--- config.mk ---
export PLATFORM = sky130hd
export DESIGN_NAME = layer_sequencer
export DESIGN_NICKNAME = d
export VERILOG_FILES = /design/src/rtl/layer_sequencer.sv
export SDC_FILE = /design/constraint.sdc
export NUM_CORES = 1
export LEC_CHECK = 0
export CORE_ASPECT_RATIO = 1.5
export CORE_MARGIN = 3
export CORE_UTILIZATION = 36
export CTS_CLUSTER_SIZE = 24
export DETAILED_ROUTE_END_ITERATION = 16
export PLACE_DENSITY = 0.79
export REMOVE_ABC_BUFFERS = 1
export SYNTH_ARGS = -nofsm -noshare
export SYNTH_HDL_FRONTEND = slang
export SYNTH_SLANG_ARGS = --single-unit
--- constraint.sdc ---
create_clock -name clk -period 1.9 [get_ports clk]
set_input_delay 0.285 -clock clk [delete_from_list [all_inputs] [get_ports clk]]
set_output_delay 0.285 -clock clk [all_outputs]
set_load 0.02 [all_outputs]
--- src/rtl/layer_sequencer.sv ---
// layer_sequencer: launches N_LAYERS layer blocks in a fixed order, multiplexes the
// active layer onto the shared feature-map RAM and flags a layer that never ends.
module layer_sequencer #(
    parameter int          N_LAYERS  = 4,
    parameter int          START_LEN = 2,
    parameter int          GAP_CYC   = 4,
    parameter logic [23:0] TIMEOUT   = 24'd2000000,
    parameter int          ADDR_W    = 16,
    parameter int          DATA_W    = 8
) (
    input  logic                       clk,
    input  logic                       rst,
    input  logic                       go,
    output logic                       busy,
    output logic                       done,
    output logic                       err,
    output logic [2:0]                 err_layer,
    output logic [2:0]                 cur_layer,
    output logic [N_LAYERS-1:0]        start_o,
    input  logic [N_LAYERS-1:0]        end_i,
    input  logic [N_LAYERS*ADDR_W-1:0] lay_addr_w,
    input  logic [N_LAYERS*DATA_W-1:0] lay_data_w,
    input  logic [N_LAYERS-1:0]        lay_en,
    input  logic [N_LAYERS-1:0]        lay_wea,
    input  logic [N_LAYERS*ADDR_W-1:0] lay_addr_r,
    input  logic [N_LAYERS-1:0]        lay_en_r,
    output logic [ADDR_W-1:0]          ram_addr_w,
    output logic [DATA_W-1:0]          ram_data_w,
    output logic                       ram_en,
    output logic                       ram_wea,
    output logic [ADDR_W-1:0]          ram_addr_r,
    output logic                       ram_en_r
);

    typedef enum logic [2:0] {
        S_IDLE   = 3'd0,
        S_LAUNCH = 3'd1,
        S_WAIT   = 3'd2,
        S_GAP    = 3'd3,
        S_DONE   = 3'd4,
        S_ERR    = 3'd5
    } state_t;

    state_t              state_q, state_d;
    logic [2:0]          cur_q, cur_d;
    logic [2:0]          err_layer_q, err_layer_d;
    logic                busy_q, busy_d;
    logic                done_q, done_d;
    logic                err_q, err_d;
    logic [7:0]          start_cnt_q, start_cnt_d;
    logic [7:0]          gap_cnt_q, gap_cnt_d;
    logic [23:0]         wdog_q, wdog_d, wdog_inc_s;
    logic [N_LAYERS-1:0] end_prev_q;
    logic                end_cur_s, end_prev_cur_s, end_rise_s, mux_on_s;
    logic [ADDR_W-1:0]   sel_addr_w_s, sel_addr_r_s;
    logic [DATA_W-1:0]   sel_data_w_s;
    logic                sel_en_s, sel_wea_s, sel_en_r_s;

    // State, counter and end-edge registers
    always_ff @(posedge clk) begin
        if (rst) begin
            state_q     <= S_IDLE;
            cur_q       <= 3'd0;
            err_layer_q <= 3'd0;
            busy_q      <= 1'b0;
            done_q      <= 1'b0;
            err_q       <= 1'b0;
            start_cnt_q <= 8'd0;
            gap_cnt_q   <= 8'd0;
            wdog_q      <= 24'd0;
            end_prev_q  <= '0;
        end else begin
            state_q     <= state_d;
            cur_q       <= cur_d;
            err_layer_q <= err_layer_d;
            busy_q      <= busy_d;
            done_q      <= done_d;
            err_q       <= err_d;
            start_cnt_q <= start_cnt_d;
            gap_cnt_q   <= gap_cnt_d;
            wdog_q      <= wdog_d;
            end_prev_q  <= end_i;
        end
    end

    // Select the current layer's end flag and RAM port slices
    always_comb begin
        end_cur_s      = 1'b0;
        end_prev_cur_s = 1'b0;
        sel_addr_w_s   = '0;
        sel_data_w_s   = '0;
        sel_en_s       = 1'b0;
        sel_wea_s      = 1'b0;
        sel_addr_r_s   = '0;
        sel_en_r_s     = 1'b0;
        for (int k = 0; k < N_LAYERS; k++) begin
            if (cur_q == 3'(k)) begin
                end_cur_s      = end_i[k];
                end_prev_cur_s = end_prev_q[k];
                sel_addr_w_s   = lay_addr_w[k*ADDR_W +: ADDR_W];
                sel_data_w_s   = lay_data_w[k*DATA_W +: DATA_W];
                sel_en_s       = lay_en[k];
                sel_wea_s      = lay_wea[k];
                sel_addr_r_s   = lay_addr_r[k*ADDR_W +: ADDR_W];
                sel_en_r_s     = lay_en_r[k];
            end else begin
                end_cur_s = end_cur_s;
            end
        end
    end

    // Only a 0->1 transition counts, so a stale high level never ends a wait
    assign end_rise_s = end_cur_s & ~end_prev_cur_s;
    assign wdog_inc_s = (wdog_q == TIMEOUT - 24'd1) ? wdog_q : wdog_q + 24'd1;

    // Next-state logic
    always_comb begin
        state_d     = state_q;
        cur_d       = cur_q;
        err_layer_d = err_layer_q;
        busy_d      = busy_q;
        done_d      = done_q;
        err_d       = err_q;
        start_cnt_d = start_cnt_q;
        gap_cnt_d   = gap_cnt_q;
        wdog_d      = wdog_q;
        case (state_q)
            S_IDLE, S_DONE: begin
                if (go) begin
                    state_d     = S_LAUNCH;
                    cur_d       = 3'd0;
                    busy_d      = 1'b1;
                    done_d      = 1'b0;
                    start_cnt_d = 8'd0;
                    wdog_d      = 24'd0;
                end else begin
                    state_d = state_q;
                end
            end
            S_LAUNCH: begin
                wdog_d = wdog_inc_s;
                if (start_cnt_q == 8'(START_LEN - 1)) begin
                    state_d     = S_WAIT;
                    start_cnt_d = 8'd0;
                end else begin
                    start_cnt_d = start_cnt_q + 8'd1;
                end
            end
            S_WAIT: begin
                wdog_d = wdog_inc_s;
                if (end_rise_s) begin
                    state_d   = S_GAP;
                    gap_cnt_d = 8'd0;
                end else if (wdog_q == TIMEOUT - 24'd1) begin
                    state_d     = S_ERR;
                    err_layer_d = cur_q;
                    err_d       = 1'b1;
                    busy_d      = 1'b0;
                end else begin
                    state_d = S_WAIT;
                end
            end
            S_GAP: begin
                if (gap_cnt_q == 8'(GAP_CYC - 1)) begin
                    gap_cnt_d = 8'd0;
                    if (cur_q == 3'(N_LAYERS - 1)) begin
                        state_d = S_DONE;
                        busy_d  = 1'b0;
                        done_d  = 1'b1;
                    end else begin
                        state_d     = S_LAUNCH;
                        cur_d       = cur_q + 3'd1;
                        start_cnt_d = 8'd0;
                        wdog_d      = 24'd0;
                    end
                end else begin
                    gap_cnt_d = gap_cnt_q + 8'd1;
                end
            end
            S_ERR: begin
                state_d = S_ERR;
            end
            default: begin
                state_d = S_IDLE;
            end
        endcase
    end

    // The mux stays on through GAP so a layer's trailing writes still land
    assign mux_on_s = (state_q == S_LAUNCH) || (state_q == S_WAIT) || (state_q == S_GAP);

    // Start strobe and RAM port outputs
    always_comb begin
        start_o    = '0;
        ram_addr_w = '0;
        ram_data_w = '0;
        ram_en     = 1'b0;
        ram_wea    = 1'b0;
        ram_addr_r = '0;
        ram_en_r   = 1'b0;
        for (int k = 0; k < N_LAYERS; k++) begin
            if ((state_q == S_LAUNCH) && (cur_q == 3'(k))) begin
                start_o[k] = 1'b1;
            end else begin
                start_o[k] = 1'b0;
            end
        end
        if (mux_on_s) begin
            ram_addr_w = sel_addr_w_s;
            ram_data_w = sel_data_w_s;
            ram_en     = sel_en_s;
            ram_wea    = sel_wea_s;
            ram_addr_r = sel_addr_r_s;
            ram_en_r   = sel_en_r_s;
        end else begin
            ram_en = 1'b0;
        end
    end

    assign busy      = busy_q;
    assign done      = done_q;
    assign err       = err_q;
    assign err_layer = err_layer_q;
    assign cur_layer = cur_q;

endmodule

==> results.md, run 1 <==
- Status: complete, but fails checks
- Failing checks: setup timing
- End of the critical path: ram_addr_r[14]
- CP max stage cell: dfxtp_4
- Area growth, synth to finish: 117%
- Slowest cell delay on critical path: 380 ps
- PD cells: 841 mW/mm²
- Routed length per instance: 23.3 µm
- Synth Flop Type: dfxtp_1
- DRT iter0 DRCs: 690
- RSZ-0062 raised after global routing: yes
- Final Hold Fails: 0
- Hold path cells: 2
- Layout fillers: 674
- Crit path depth: 11
- Synth Cell Area: 0.00425 mm²
- Crit path time final: 2550 ps
- Remaining DRCs: 0
- Crit. End Element: output port
- Total routed wirelength: 25400 µm
- Crit Path Class: reg2out
- Most frequent CP cell: buf_6
- Period utilization: 134%
- CP required: 1620 ps
- Slew @ Worst Pin: 374 ps
- M1 GR Usage: 38.2%
- Die footprint: 0.0132 mm²
- VDD IR max: 0.000689 V
- Hold WC Path Type: reg2reg
- Met3 Track Usage GR: 7.06%
- Min setup slack post-route: -645 ps
- LEAKAGE: 0.00362 µW
- Diode count: 0
- Worst-Skew Late Latency: 300 ps
- Routability cong.: 0.932
- Port bufs: 234
- TritonCTS Buffers: 5
- Htree depth: 2
- Vias post-DR: 6657
- Fin. max-slew vios: 0
- Worst EP arrival: 2260 ps
- Layout cells sized above 1: 38.4%
- Worst r2r dst: wdog_q[23]$_SDFFE_PP0P_
- Hold WS: 466 ps
- RR Startpoint: cur_layer[1]$_SDFFE_PP0P_
- CP bufs+invs: 5
- First drt pass iteration count: 5
- Worst-path clk slew: 70 ps
- Vias per cell: 6.10
- Met2 Resource Use GR: 57.2%
- Largest net degree at the start of global routing: 31
- Footprint of the multi-input gates: 0.00384 mm²
- CP Max Fanout: 8
- Sequential element share of the synthesized area: 26.4%
- Startpoint Class: register
- Mean Syn Cell Area: 7.11 µm²
- GR Util All Layers: 33.0%
- R2R Setup Slk: -580 ps
- Rows: 48
- Initial Utilization: 36.8%
- Final instance area: 0.00922 mm²
- Post-synth ARST share: 0%
- Worst-path cell chain: inv_4 > ha_4 > nor3b_4 > buf_6 > buf_12 > buf_6 > a22oi_2 > a211oi_2 > a21oi_2 > nor2_1 > buf_4
- EDFF count, synth: 0
- GR Overflow Total: 0
- F_max: 393 MHz
- Vias in the first global route: 6463
- Die width: 94.7 µm
- I/O pins: 235
- Max_slew headroom: 74.7%
- Initial antenna violation count: 0
- CTS tree: done
- GR peak layer: met2
- Final net count: 1131
- Setup violators final: 96
- CTS Root Cell: clkbuf_16
- CP delay by family, top: buffers and inverters
- Maxcap violations: 0
- Max Root-Sink Buffers: 2
- Syn Inst Count: 597
- Core area: 0.0115 mm²
- Critical Path Source: cur_layer[0]$_SDFFE_PP0P_
- Setup_tns: -41570 ps
- Final Util: 80.0%
- Reg2Reg Depth: 10
- # clock sinks: 56
- Global-route wire length before repair: 34400 µm
- Remaining antenna violation count: 0
- Seq. cell area: 0.00113 mm²
- CTS Hold Bufs: 0
- Area post-placement: 0.00745 mm²
- Yosys warns: 0
- Die Span Y: 139 µm
- Synth cell types: 54
- Clk_skew: 8.34 ps
- Dpl hpwl: 15200 µm
- Synthesis-stage register bit count: 56
-- stage by stage --
stage               setup slack, ps  total power, µW  cells
finish                         -645             7750   1091
global route                   -855             8040   1091
CTS                            -544             7110   1075
detailed placement             -707             5350   1041
global placement               -640             5270   1041
floorplan                     -1860             3130    552
-- worst min-delay path, delay by kind of cell (launching register included) --
kind	cells	cell delay [ps]
flip-flops	1	320
buffers and inverters	1	50
AO/OA/AOI/OAI	1	50
-- routing by layer --
layer	vias to the layer above	routed length [µm]
met1	3125	8480
met2	491	12300
met3	167	2700
li1	2874	-
met5	-	0
met4	0	1930
-- final cells by class --
| cell class | count | area share (%) |
|---|---|---|
| sequential | 56 | 12.3 |
| inverter | 12 | 0.570 |
| clock buffer | 5 | 1.36 |
| tap | 150 | 2.04 |
| multi-input combinational | 485 | 41.6 |
| timing repair buffer | 383 | 42.1 |
-- cells in the mapped netlist, types with 9 or more instances --
cell      count  area, µm²
dfxtp_1      56       1120
a21oi_1      58        290
inv_1        12       45.0
a211oi_1     45        338
nor3_1       30        150
ha_1          9        113
xnor2_1      24        210
clkbuf_1     32        120
nand3_1      17       85.1
nand2_1      19       71.3
nor2_1      140        526
a22oi_1      44        330
buf_2         9       45.0
-- layout by cell type (no fill, tap or decap), types with 4 or more instances in the layout --
cell,netlist,final
buf_12,0,15
nor3_4,0,15
dfxtp_1,56,52
nor2_1,140,124
clkbuf_16,0,7
nand3_1,17,16
buf_16,0,4
a22oi_2,0,23
nand2_1,19,16
a211oi_1,45,14
buf_8,0,7
a21oi_1,58,45
nor2_2,0,8
a31oi_1,8,6
a21oi_2,2,15
nor2b_1,8,6
bufbuf_16,0,4
and3_1,7,5
a211oi_2,0,30
buf_4,0,139
nor4_4,2,5
nor3_1,30,12
inv_1,12,8
buf_6,0,23
nor3_2,2,5
nor2_4,0,8
ha_4,0,5
nand4_1,8,8
o21ai_0,8,7
a22oi_1,44,21
ha_1,9,4
xnor2_1,24,22
clkdlybuf4s50_1,0,187
-- registers in the layout (all words and copies together) (netlist names) --
register,flops
err,1
done,1
wdog_q,24
busy,1
start_cnt_q,8
gap_cnt_q,8
cur_layer,3
err_layer,3
end_prev_q,4
state_q,3
-- worst min path at each step --
| stage | start | slack (ps) | endpoint |
|---|---|---|---|
| final | err$_SDFFE_PP0P_ | 470 | err$_SDFFE_PP0P_ |
| after CTS | err$_SDFFE_PP0P_ | 470 | err$_SDFFE_PP0P_ |
| after detailed placement | err$_SDFFE_PP0P_ | 460 | err$_SDFFE_PP0P_ |
| after global placement | err$_SDFFE_PP0P_ | 450 | err$_SDFFE_PP0P_ |
| after floorplan | rst | 350 | cur_layer[2]$_SDFFE_PP0P_ |
| after global routing | err$_SDFFE_PP0P_ | 480 | err$_SDFFE_PP0P_ |
-- logic make-up after synthesis --
logic type                 synth area share (%)
and+or+nand+nor                            31.5
AOI/OAI and AO/OA                          27.6
buffers and inverters                      5.30
DFF                                        26.4
xor gates and xnor gates                   5.57
adders and majority gates                  2.65
muxes                                     0.973
-- power by group --
part	leakage, µW	internal [µW]	switching [µW]	total, µW
Combinational	0.00311	2650	2890	5540
Clock	0.0000616	468	411	879
Sequential	0.000456	1250	91.1	1340
Total	0.00362	4360	3390	7750
-- repair_timing --
| item | in CTS | in global routing |
|---|---|---|
| cloned | 11 | 3 |
| setup endpoints to repair | 98 | 98 |
| pin swaps | 81 | 58 |
| buffers inserted | 18 | 15 |
| resized for setup | 341 | 88 |
(Power assumes the default switching activity.)
==> run 2: changes to the inputs <==
- CTS_CLUSTER_DIAMETER: not set -> 40
- MAX_ROUTING_LAYER: not set -> met4
==> run 2 against run 1 <==
Compared with the run above:
- the run still ends with setup timing left
- register-to-register slack is essentially flat
- sequential cell count unchanged
- final cell count grew 0.82%
- worst setup slack worse by 230 ps
- sequential power about the same
==> results.md, run 2 (synthesis gave the netlist of run 1 again) <==
- Vias per cell: 6.35 (was 6.10)
- Routability cong.: 0.945 (was 0.932)
- Reg power frac: 16.1% (was 17.3%)
- Worst-Skew Late Latency: 310 ps (was 300 ps)
- Max Root-Sink Buffers: 2 (unchanged)
- PD cells: 861 mW/mm² (was 841 mW/mm²)
- Routed length per instance: 26.0 µm (was 23.3 µm)
- Remaining antenna violation count: 0 (unchanged)
- Worst EP arrival: 2500 ps (was 2260 ps)
- RSZ-0062 raised after global routing: yes (unchanged)
- Slew @ Worst Pin: 451 ps (was 374 ps)
- Global-route wire length before repair: 35600 µm (was 34400 µm)
- Placed cells: 1039 (was 1041)
- Combinational power share: 72.0% (was 71.4%)
- Min setup slack post-route: -880 ps (was -645 ps)
- Most frequent cells in the layout: 186 x clkdlybuf4s50_1, 126 x buf_4, 124 x nor2_1 (was 187 x clkdlybuf4s50_1, 139 x buf_4, 124 x nor2_1)
- GR Overflow Total: 0 (unchanged)
- Period utilization: 146% (was 134%)
- CTS Root Cell: clkbuf_16 (unchanged)
- First drt pass iteration count: 8 (was 5)
- Reg2Reg Depth: 13 (was 10)
- Total routed wirelength: 28700 µm (was 25400 µm)
- CP required: 1620 ps (about the same)
- # clock sinks: 56 (unchanged)
- CP max stage cell: dfxtp_4 (unchanged)
- TritonCTS Buffers: 5 (unchanged)
- CTS Hold Bufs: 0 (unchanged)
- Initial antenna violation count: 1 (was 0)
- LEAKAGE: 0.00372 µW (was 0.00362 µW)
- Clock share of power: 11.9% (was 11.3%)
- Vias post-DR: 6990 (was 6657)
- Fin. max-slew vios: 0 (unchanged)
- Clk_skew: 9.39 ps (was 8.34 ps)
- RR Startpoint: cur_layer[1]$_SDFFE_PP0P_ (unchanged)
- Hold WC Path Type: reg2reg (unchanged)
- Startpoint Class: register (unchanged)
- Die width: 94.7 µm (unchanged)
- Setup violators final: 97 (was 96)
- Power Internal: 4560 µW (was 4360 µW)
- CTS tree: done (unchanged)
- Area post-placement: 0.00745 mm² (about the same)
- Failing checks: setup timing (unchanged)
- Maxcap violations: 0 (unchanged)
- Core area: 0.0115 mm² (unchanged)
- Top flop regs: wdog_q: 24 flops, gap_cnt_q: 8 flops, start_cnt_q: 8 flops (unchanged)
- Crit Path Class: reg2out (unchanged)
- Largest net degree at the start of global routing: 31 (unchanged)
- GR Util All Layers: 35.3% (was 33.0%)
- Commonest non-fill, non-tap cell in the layout: clkdlybuf4s50_1 (unchanged)
- Net switching power: 3700 µW (was 3390 µW)
- Worst-path cell chain: inv_4 > ha_4 > nor3b_4 > buf_6 > buf_8 > buf_16 > a22oi_2 > a211oi_2 > a21oi_1 > nor2_2 > buf_6 (was inv_4 > ha_4 > nor3b_4 > buf_6 > buf_12 > buf_6 > a22oi_2 > a211oi_2 > a21oi_2 > nor2_1 > buf_4)
- Remaining DRCs: 0 (unchanged)
- Final instance area: 0.00960 mm² (was 0.00922 mm²)
- Worst r2r dst: wdog_q[4]$_SDFFE_PP0P_ (was wdog_q[23]$_SDFFE_PP0P_)
- Final Hold Fails: 0 (unchanged)
- VDD IR max: 0.000667 V (was 0.000689 V)
- Crit. End Element: output port (unchanged)
- Worst Hold End: err$_SDFFE_PP0P_ (unchanged)
- Initial Utilization: 36.8% (unchanged)
- Rows: 48 (unchanged)
- Htree depth: 2 (unchanged)
- Most frequent CP cell: buf_6 (unchanged)
- R2R Setup Slk: -580 ps (about the same)
- Die Span Y: 139 µm (unchanged)
- Final std cells w/o fill: 1100 (was 1091)
- Max FFs per register: 24 (unchanged)
- Worst-path clk slew: 80 ps (was 70 ps)
- I/O pins: 235 (unchanged)
- Crit path time final: 2780 ps (was 2550 ps)
- Max_slew headroom: 69.9% (was 74.7%)
- Switching Share: 44.8% (was 43.7%)
- Worst min-delay path startpoint: err$_SDFFE_PP0P_ (unchanged)
- Port bufs: 234 (unchanged)
- Status: complete, but fails checks (unchanged)
- Final net count: 1136 (was 1131)
- Area growth, synth to finish: 126% (was 117%)
- DRT iter0 DRCs: 819 (was 690)
- Hold path cells: 2 (unchanged)
- Overall power: 8260 µW (was 7750 µW)
- Largest Register: wdog_q (unchanged)
- Die footprint: 0.0132 mm² (unchanged)
- Vias in the first global route: 6659 (was 6463)
- Dpl hpwl: 15300 µm (was 15200 µm)
- F_max: 360 MHz (was 393 MHz)
- Slowest cell delay on critical path: 400 ps (was 380 ps)
- Layout cells sized above 1: 42.4% (was 38.4%)
- CP Max Fanout: 5 (was 8)
## run 2: changes by cell type in the layout (fill, tap and decap cells not counted), moves of 7 or more
cell	change
a22oi_1	-19
a22oi_2	+19
a211oi_1	-13
a211oi_2	+13
buf_4	-13
buf_6	+8
buf_8	+7
## run 2: power groups by stage
stage | clock network, µW | registers [µW] | logic, µW
after floorplan | 0 | 1360 | 1770
after global placement | 0 | 1330 | 3870
after detailed placement | 0 | 1330 | 3960
after CTS | 978 | 1310 | 4870
after global routing | 1020 | 1330 | 6120
final | 987 | 1330 | 5950
## run 2: area by class of cell
type,count,area [µm²]
Antenna cell,1,2.50
Clock buffer,6,139
Clock inverter,2,10.0
Fill cell,553,1930
Inverter,12,52.6
Multi-Input combinational cell,485,4020
Sequential cell,56,1130
Tap cell,150,188
Timing Repair Buffer,388,4050
## run 2: what timing repair did
action,in CTS,in global routing
gates cloned,11,4
setup buffers,19,28
setup endpoints to repair,99,99
gates resized for setup,379,119
pin swaps,93,83
## run 2: worst max-delay path by stage
stage	start	end	slack, ps
2_1_floorplan	cur_layer[0]$_SDFFE_PP0P_	wdog_q[23]$_SDFFE_PP0P_	-1860
3_3_place_gp	cur_layer[1]$_SDFFE_PP0P_	ram_data_w[7]	-610
3_5_place_dp	cur_layer[1]$_SDFFE_PP0P_	ram_addr_r[13]	-710
4_1_cts	cur_layer[1]$_SDFFE_PP0P_	ram_addr_w[12]	-560
5_1_grt	cur_layer[1]$_SDFFE_PP0P_	ram_data_w[0]	-930
6_report	cur_layer[0]$_SDFFE_PP0P_	ram_addr_w[13]	-880
## run 2: per-layer routing
layer,GRT usage (%),up-vias,routed length [µm],share of wire (%)
li1,-,2902,-,-
met1,36.8,3233,8960,31
met2,59.9,615,13500,47
met3,8.69,240,3560,12
met4,19.2,0,2600,9.1
met5,-,-,0,0
## run 2: through the flow
step / setup WS, ps / hold slack, ps / util [%] / setup TNS [ps]
floorplan: -1860 / 347 / - / -152720
global placement: -608 / 445 / 64.6 / -37260
detailed placement: -705 / 445 / 64.6 / -45280
CTS: -563 / 465 / 76.5 / -40240
global route: -928 / 487 / 83.2 / -50090
finish: -880 / 463 / 83.2 / -45240
## run 2: critical path: cells and delay by family (launching register included)
kind / cells / cell delay [ps]
AO/OA/AOI/OAI: 3 / 770
buffers and inverters: 5 / 600
adder cells (fa/ha/maj): 1 / 160
flip-flops: 1 / 400
AND/OR/NAND/NOR: 2 / 240
==> variant 1 (settings of run 1) <==
Register the input `lay_addr_r` before use. The logic sees it one clock later. The other inputs are not delayed to match.
--- a/src/rtl/layer_sequencer.sv
+++ b/src/rtl/layer_sequencer.sv
@@ -41,6 +41,12 @@
         S_ERR    = 3'd5
     } state_t;
 
+    logic [N_LAYERS*ADDR_W-1:0] lay_addr_r_q;
+
+    always_ff @(posedge clk) begin
+        lay_addr_r_q <= lay_addr_r;
+    end
+
     state_t              state_q, state_d;
     logic [2:0]          cur_q, cur_d;
     logic [2:0]          err_layer_q, err_layer_d;
@@ -101,7 +107,7 @@
                 sel_data_w_s   = lay_data_w[k*DATA_W +: DATA_W];
                 sel_en_s       = lay_en[k];
                 sel_wea_s      = lay_wea[k];
-                sel_addr_r_s   = lay_addr_r[k*ADDR_W +: ADDR_W];
+                sel_addr_r_s   = lay_addr_r_q[k*ADDR_W +: ADDR_W];
                 sel_en_r_s     = lay_en_r[k];
             end else begin
                 end_cur_s = end_cur_s;
Formal check against the unedited RTL: not equivalent (a bounded check fails within 4 cycles, from zero or initial values and one cycle with rst high).
==> variant 1 against run 1 <==
The flow still finishes with violations (setup timing); largest power group unchanged; synthesized area grew 36%; critical path type unchanged; total power rose by 92%; critical endpoint is now ram_addr_w[2]; final area is 34% higher; clock power increased to 4.3 times the old value; worst setup slack got worse by 400 ps; clock skew decreased by 1.4 ps; sequential power rose by 110%; wire length rose by 80%; sequential cell count is 64 higher.
==> variant 1: results (changes against run 1) <==
<table>
<tr><th>Metric</th><th>Value</th></tr>
<tr><th colspan="2">Global routing</th></tr>
<tr><td>Largest net degree at the start of global routing</td><td>33 (was 31)</td></tr>
<tr><td>Wire length of the first global-routing pass</td><td>47600 um (was 34400 um)</td></tr>
<tr><td>Met2 Track Usage GR</td><td>57.9% (was 57.2%)</td></tr>
<tr><td>Vias in the first global route</td><td>8079 (was 6463)</td></tr>
<tr><td>Initial antenna violation count</td><td>8 (was 0)</td></tr>
<tr><th colspan="2">Power</th></tr>
<tr><td>Static leakage</td><td>4.73 nW (was 3.62 nW)</td></tr>
<tr><th colspan="2">Worst setup path</th></tr>
<tr><td>CP Capture Point</td><td>ram_addr_w[2] (was ram_addr_r[14])</td></tr>
<tr><td>Register-to-register path setup slack</td><td>-830 ps (was -580 ps)</td></tr>
<tr><td>Count of cells along the worst register-to-register path</td><td>13 (was 10)</td></tr>
<tr><td>CP startpoint</td><td>cur_layer[1] (was cur_layer[0])</td></tr>
<tr><td>Critical Path Fanout Max</td><td>9 (was 8)</td></tr>
<tr><td>R2R Path Start</td><td>cur_layer[0] (was cur_layer[1])</td></tr>
<tr><th colspan="2">Placed design</th></tr>
<tr><td>Placed wire-length estimate after detailed placement</td><td>17200 um (was 15200 um)</td></tr>
<tr><th colspan="2">Worst hold path</th></tr>
<tr><td>Hold crit path type</td><td>in -&gt; reg (was reg -&gt; reg)</td></tr>
<tr><th colspan="2">Timing</th></tr>
<tr><td>Worst-case setup margin in the final layout</td><td>-1050 ps (was -645 ps)</td></tr>
<tr><td>Setup-failing EPs final</td><td>99 (was 96)</td></tr>
<tr><td>Max Clock Skew</td><td>6.95 ps (was 8.34 ps)</td></tr>
<tr><td>Worst slew pin tran</td><td>1040 ps (was 374 ps)</td></tr>
<tr><th colspan="2">Drt</th></tr>
<tr><td>Detailed-router iteration count before antenna repair</td><td>9 (was 5)</td></tr>
<tr><td>Wire length reported by the detailed router</td><td>45800 um (was 25400 um)</td></tr>
<tr><td>Vias</td><td>9306 (was 6657)</td></tr>
<tr><th colspan="2">Outcome</th></tr>
<tr><td>Violations in the final reports</td><td>setup timing (unchanged)</td></tr>
<tr><td>Result of the run</td><td>finished with violations (unchanged)</td></tr>
<tr><th colspan="2">Final layout</th></tr>
<tr><td>Fraction of layout cells with a size suffix above 1</td><td>45.6% (was 38.4%)</td></tr>
<tr><td>Net total in the final layout</td><td>1274 (was 1131)</td></tr>
<tr><th colspan="2">Clocking</th></tr>
<tr><td>CTS HTree Levels</td><td>4 (was 2)</td></tr>
<tr><th colspan="2">Yosys</th></tr>
<tr><td>Synth area leaders</td><td>sky130_fd_sc_hd__dfxtp_1 (42%), sky130_fd_sc_hd__nor2_1 (7.0%), sky130_fd_sc_hd__a221oi_1 (6.5%) (was sky130_fd_sc_hd__dfxtp_1 (26%), sky130_fd_sc_hd__nor2_1 (12%), sky130_fd_sc_hd__a211oi_1 (8.0%))</td></tr>
</table>
variant 1: changes by cell type in the layout (fill, tap and decap cells not counted), sizes merged, moves of 18 or more:
cell,run 1,this run
a221oi,0,43
nor3,32,62
a22oi,44,0
xnor2,24,6
dfxtp,56,120
nor2,140,108
a211oi,45,6
buf,189,238
variant 1: timing repair:
item                                    in CTS  in global routing
setup buffers                               40                 40
gates cloned                                 5                  4
pin swaps                                   62                 67
endpoints found under the setup margin      99                100
gates resized for setup                    402                215
variant 1: area by class of cell:
class	instances	area [um^2]	share of cell area [%]
Tap cell	203	254	2.05
Clock buffer	20	447	3.61
Multi-Input combinational cell	508	4700	37.9
Antenna cell	11	27.5	0.222
Clock inverter	12	199	1.61
Timing Repair Buffer	427	4290	34.6
Inverter	12	52.6	0.425
Sequential cell	120	2410	19.5
variant 1: stage by stage:
step,TNS [ps],instance area (um^2),std cells,total power [mW],hold slack [ps]
6_report,-62970,12400,1313,14.9,288
3_3_place_gp,-43720,9260,1191,7.81,459
4_1_cts,-44770,11100,1268,12.4,302
5_1_grt,-64100,12400,1311,15.0,284
3_5_place_dp,-46490,9260,1191,7.86,464
2_1_floorplan,-152850,5530,636,5.04,313
variant 1: cell families after synthesis:
group | Yosys count | share of synthesized area, %
xor gates and xnor gates | 7 | 1.06
AOI/OAI and AO/OA | 182 | 22.0
adders and majority gates | 9 | 1.95
DFF | 120 | 41.7
buffers and inverters | 64 | 4.84
and+or+nand+nor | 297 | 26.9
muxes | 9 | 1.56
variant 1: routing by layer:
metal | part of all wire [%] | wire (um) | vias up
met3 | 16 | 7520 | 503
met5 | 0.15 | 68 | -
li1 | - | - | 3384
met1 | 31 | 14100 | 4270
met2 | 41 | 18600 | 1147
met4 | 12 | 5510 | 2
variant 1: worst max-delay path, stage by stage, from the launching register on:
cell                       delay (ps)
sky130_fd_sc_hd__dfxtp_2          370
sky130_fd_sc_hd__buf_6            140
sky130_fd_sc_hd__ha_4             180
sky130_fd_sc_hd__nor2b_4          200
sky130_fd_sc_hd__buf_12           170
sky130_fd_sc_hd__buf_12           150
sky130_fd_sc_hd__a221oi_1          70
sky130_fd_sc_hd__nor3_1           430
sky130_fd_sc_hd__a21oi_2          150
sky130_fd_sc_hd__nor2_2           210
sky130_fd_sc_hd__buf_6            150
variant 1: power groups by stage:
stage / clock [mW] / combinational [mW] / sequential [mW]
4_1_cts: 3.57 / 6.01 / 2.79
3_3_place_gp: 0 / 5.00 / 2.81
3_5_place_dp: 0 / 5.04 / 2.82
6_report: 3.78 / 8.25 / 2.85
5_1_grt: 3.84 / 8.32 / 2.85
2_1_floorplan: 0 / 2.18 / 2.86
==> variant 2 (flow settings as in run 1) <==
Without the edit above. `TIMEOUT`: 24'd2000000 -> 24'd1000000.
--- a/src/rtl/layer_sequencer.sv
+++ b/src/rtl/layer_sequencer.sv
@@ -4,7 +4,7 @@
     parameter int          N_LAYERS  = 4,
     parameter int          START_LEN = 2,
     parameter int          GAP_CYC   = 4,
-    parameter logic [23:0] TIMEOUT   = 24'd2000000,
+    parameter logic [23:0] TIMEOUT   = 24'd1000000,
     parameter int          ADDR_W    = 16,
     parameter int          DATA_W    = 8
 ) (
Formal check against the unedited RTL: no difference found for any inputs over 10 cycles, from zero or initial values and one cycle with rst high; that may be too few to reach the edited logic, so the function may still have changed.
==> variant 2 against run 1 <==
The flow still finishes with violations (setup timing); worst setup slack worse by 610 ps; cell count is 4.4% higher; worst hold slack improved by 23 ps; wire length rose by 27%; synthesized area up 3.2%; sequential cell count unchanged; via count increased by 18%; final area grew 4.7%; sequential share of layout area is 0.56 points lower; critical path type unchanged; highest routed layer is now met5.
Power is not compared: it rests on default switching activity, and its combinational part moved more than twofold at a synthesized area within 25%.
==> variant 2: results (changes against run 1) <==
<table>
<tr><th>Metric</th><th>Value</th></tr>
<tr><th colspan="2">Outcome</th></tr>
<tr><td>Result of the run</td><td>finished with violations (unchanged)</td></tr>
<tr><td>Violations in the final reports</td><td>setup timing (unchanged)</td></tr>
<tr><th colspan="2">Placed design</th></tr>
<tr><td>Placed wire-length estimate after detailed placement</td><td>16700 um (was 15200 um)</td></tr>
<tr><th colspan="2">Timing</th></tr>
<tr><td>Max Clock Skew</td><td>4.29 ps (was 8.34 ps)</td></tr>
<tr><td>Setup-failing EPs final</td><td>98 (was 96)</td></tr>
<tr><td>Worst-case setup margin in the final layout</td><td>-1260 ps (was -645 ps)</td></tr>
<tr><th colspan="2">Worst setup path</th></tr>
<tr><td>R2R Path Start</td><td>gap_cnt_q[0] (was cur_layer[1])</td></tr>
<tr><td>Count of cells along the worst register-to-register path</td><td>9 (was 10)</td></tr>
<tr><td>Standard cell with the maximum stage delay on the critical path</td><td>sky130_fd_sc_hd__nor3_1 (was sky130_fd_sc_hd__dfxtp_4)</td></tr>
<tr><td>R2R Path End</td><td>cur_layer[0] (was wdog_q[23])</td></tr>
<tr><th colspan="2">Global routing</th></tr>
<tr><td>Met1 demand-to-capacity share in global routing</td><td>37.3% (was 38.2%)</td></tr>
<tr><td>Initial antenna violation count</td><td>2 (was 0)</td></tr>
<tr><td>Wire length of the first global-routing pass</td><td>35900 um (was 34400 um)</td></tr>
<tr><td>All-Layer GR Usage</td><td>33.7% (was 33.0%)</td></tr>
<tr><th colspan="2">Drt</th></tr>
<tr><td>Routed length on met3</td><td>4880 um (was 2700 um)</td></tr>
<tr><td>Starting DRC count in detailed routing</td><td>1028 (was 690)</td></tr>
<tr><td>Routed met2 length</td><td>14400 um (was 12300 um)</td></tr>
<tr><td>Via density per instance</td><td>6.87 (was 6.10)</td></tr>
<tr><td>Wl on met1</td><td>9630 um (was 8480 um)</td></tr>
<tr><td>Wire length reported by the detailed router</td><td>32200 um (was 25400 um)</td></tr>
<tr><td>Vias</td><td>7830 (was 6657)</td></tr>
<tr><th colspan="2">Yosys</th></tr>
<tr><td>Cells after synthesis</td><td>631 (was 597)</td></tr>
<tr><td>Synth area leaders</td><td>sky130_fd_sc_hd__dfxtp_1 (26%), sky130_fd_sc_hd__nor2_1 (9.3%), sky130_fd_sc_hd__a21oi_1 (9.1%) (was sky130_fd_sc_hd__dfxtp_1 (26%), sky130_fd_sc_hd__nor2_1 (12%), sky130_fd_sc_hd__a211oi_1 (8.0%))</td></tr>
<tr><td>Share of synthesized area occupied by flip-flops and latches</td><td>25.6% (was 26.4%)</td></tr>
<tr><th colspan="2">Clocking</th></tr>
<tr><td>Setup bufs post-CTS</td><td>15 (was 18)</td></tr>
<tr><th colspan="2">Worst hold path</th></tr>
<tr><td>Endpoint with the worst hold slack</td><td>err_layer[2] (was err)</td></tr>
</table>
## variant 2: cell types whose count changed in the layout (fill, tap and decap cells not counted), moves of 11 or more
cell                              run 1  this run
sky130_fd_sc_hd__o31ai_1              0        13
sky130_fd_sc_hd__buf_4              139       150
sky130_fd_sc_hd__a21oi_2             15        27
sky130_fd_sc_hd__a22oi_2             23         0
sky130_fd_sc_hd__a221oi_2             0        24
sky130_fd_sc_hd__or4_4                0        14
sky130_fd_sc_hd__a22oi_1             21         1
sky130_fd_sc_hd__a211oi_2            30         2
sky130_fd_sc_hd__nor2_1             124        95
sky130_fd_sc_hd__nor3_2               5        22
sky130_fd_sc_hd__xnor2_1             22         7
sky130_fd_sc_hd__nor3_1              12        28
sky130_fd_sc_hd__a221oi_4             0        13
## variant 2: worst max-delay path, delay by kind of cell, from the launching register on
family	cells	cell delay [ps]
DFF	1	370
adders and majority gates	1	180
and+or+nand+nor	3	1100
AOI/OAI and AO/OA	2	240
buffers and inverters	5	660
## variant 2: logic make-up (layout without fill, tap and decap cells)
group,after synthesis,count (layout),synth area share (%)
simple gates,312,312,36.9
fa+ha+maj,9,9,2.57
mux,4,4,0.914
compound gates,178,178,26.8
xor+xnor,8,8,1.60
flops,56,56,25.6
buf+inv,64,422,5.60
## variant 2: area by class of cell
cell class                      instances  area [um^2]
Tap cell                              150          188
Fill cell                             541         2060
Clock buffer                            6          129
Inverter                               12         50.0
Multi-Input combinational cell        511         4120
Sequential cell                        56         1130
Timing Repair Buffer                  402         4000
Clock inverter                          2         35.0
## variant 2: stage by stage
step | worst slack [ps] | area, um^2
6_report | -1260 | 9650
5_1_grt | -1440 | 9650
4_1_cts | -567 | 8680
3_5_place_dp | -684 | 7860
3_3_place_gp | -594 | 7860
2_1_floorplan | -1800 | 4180
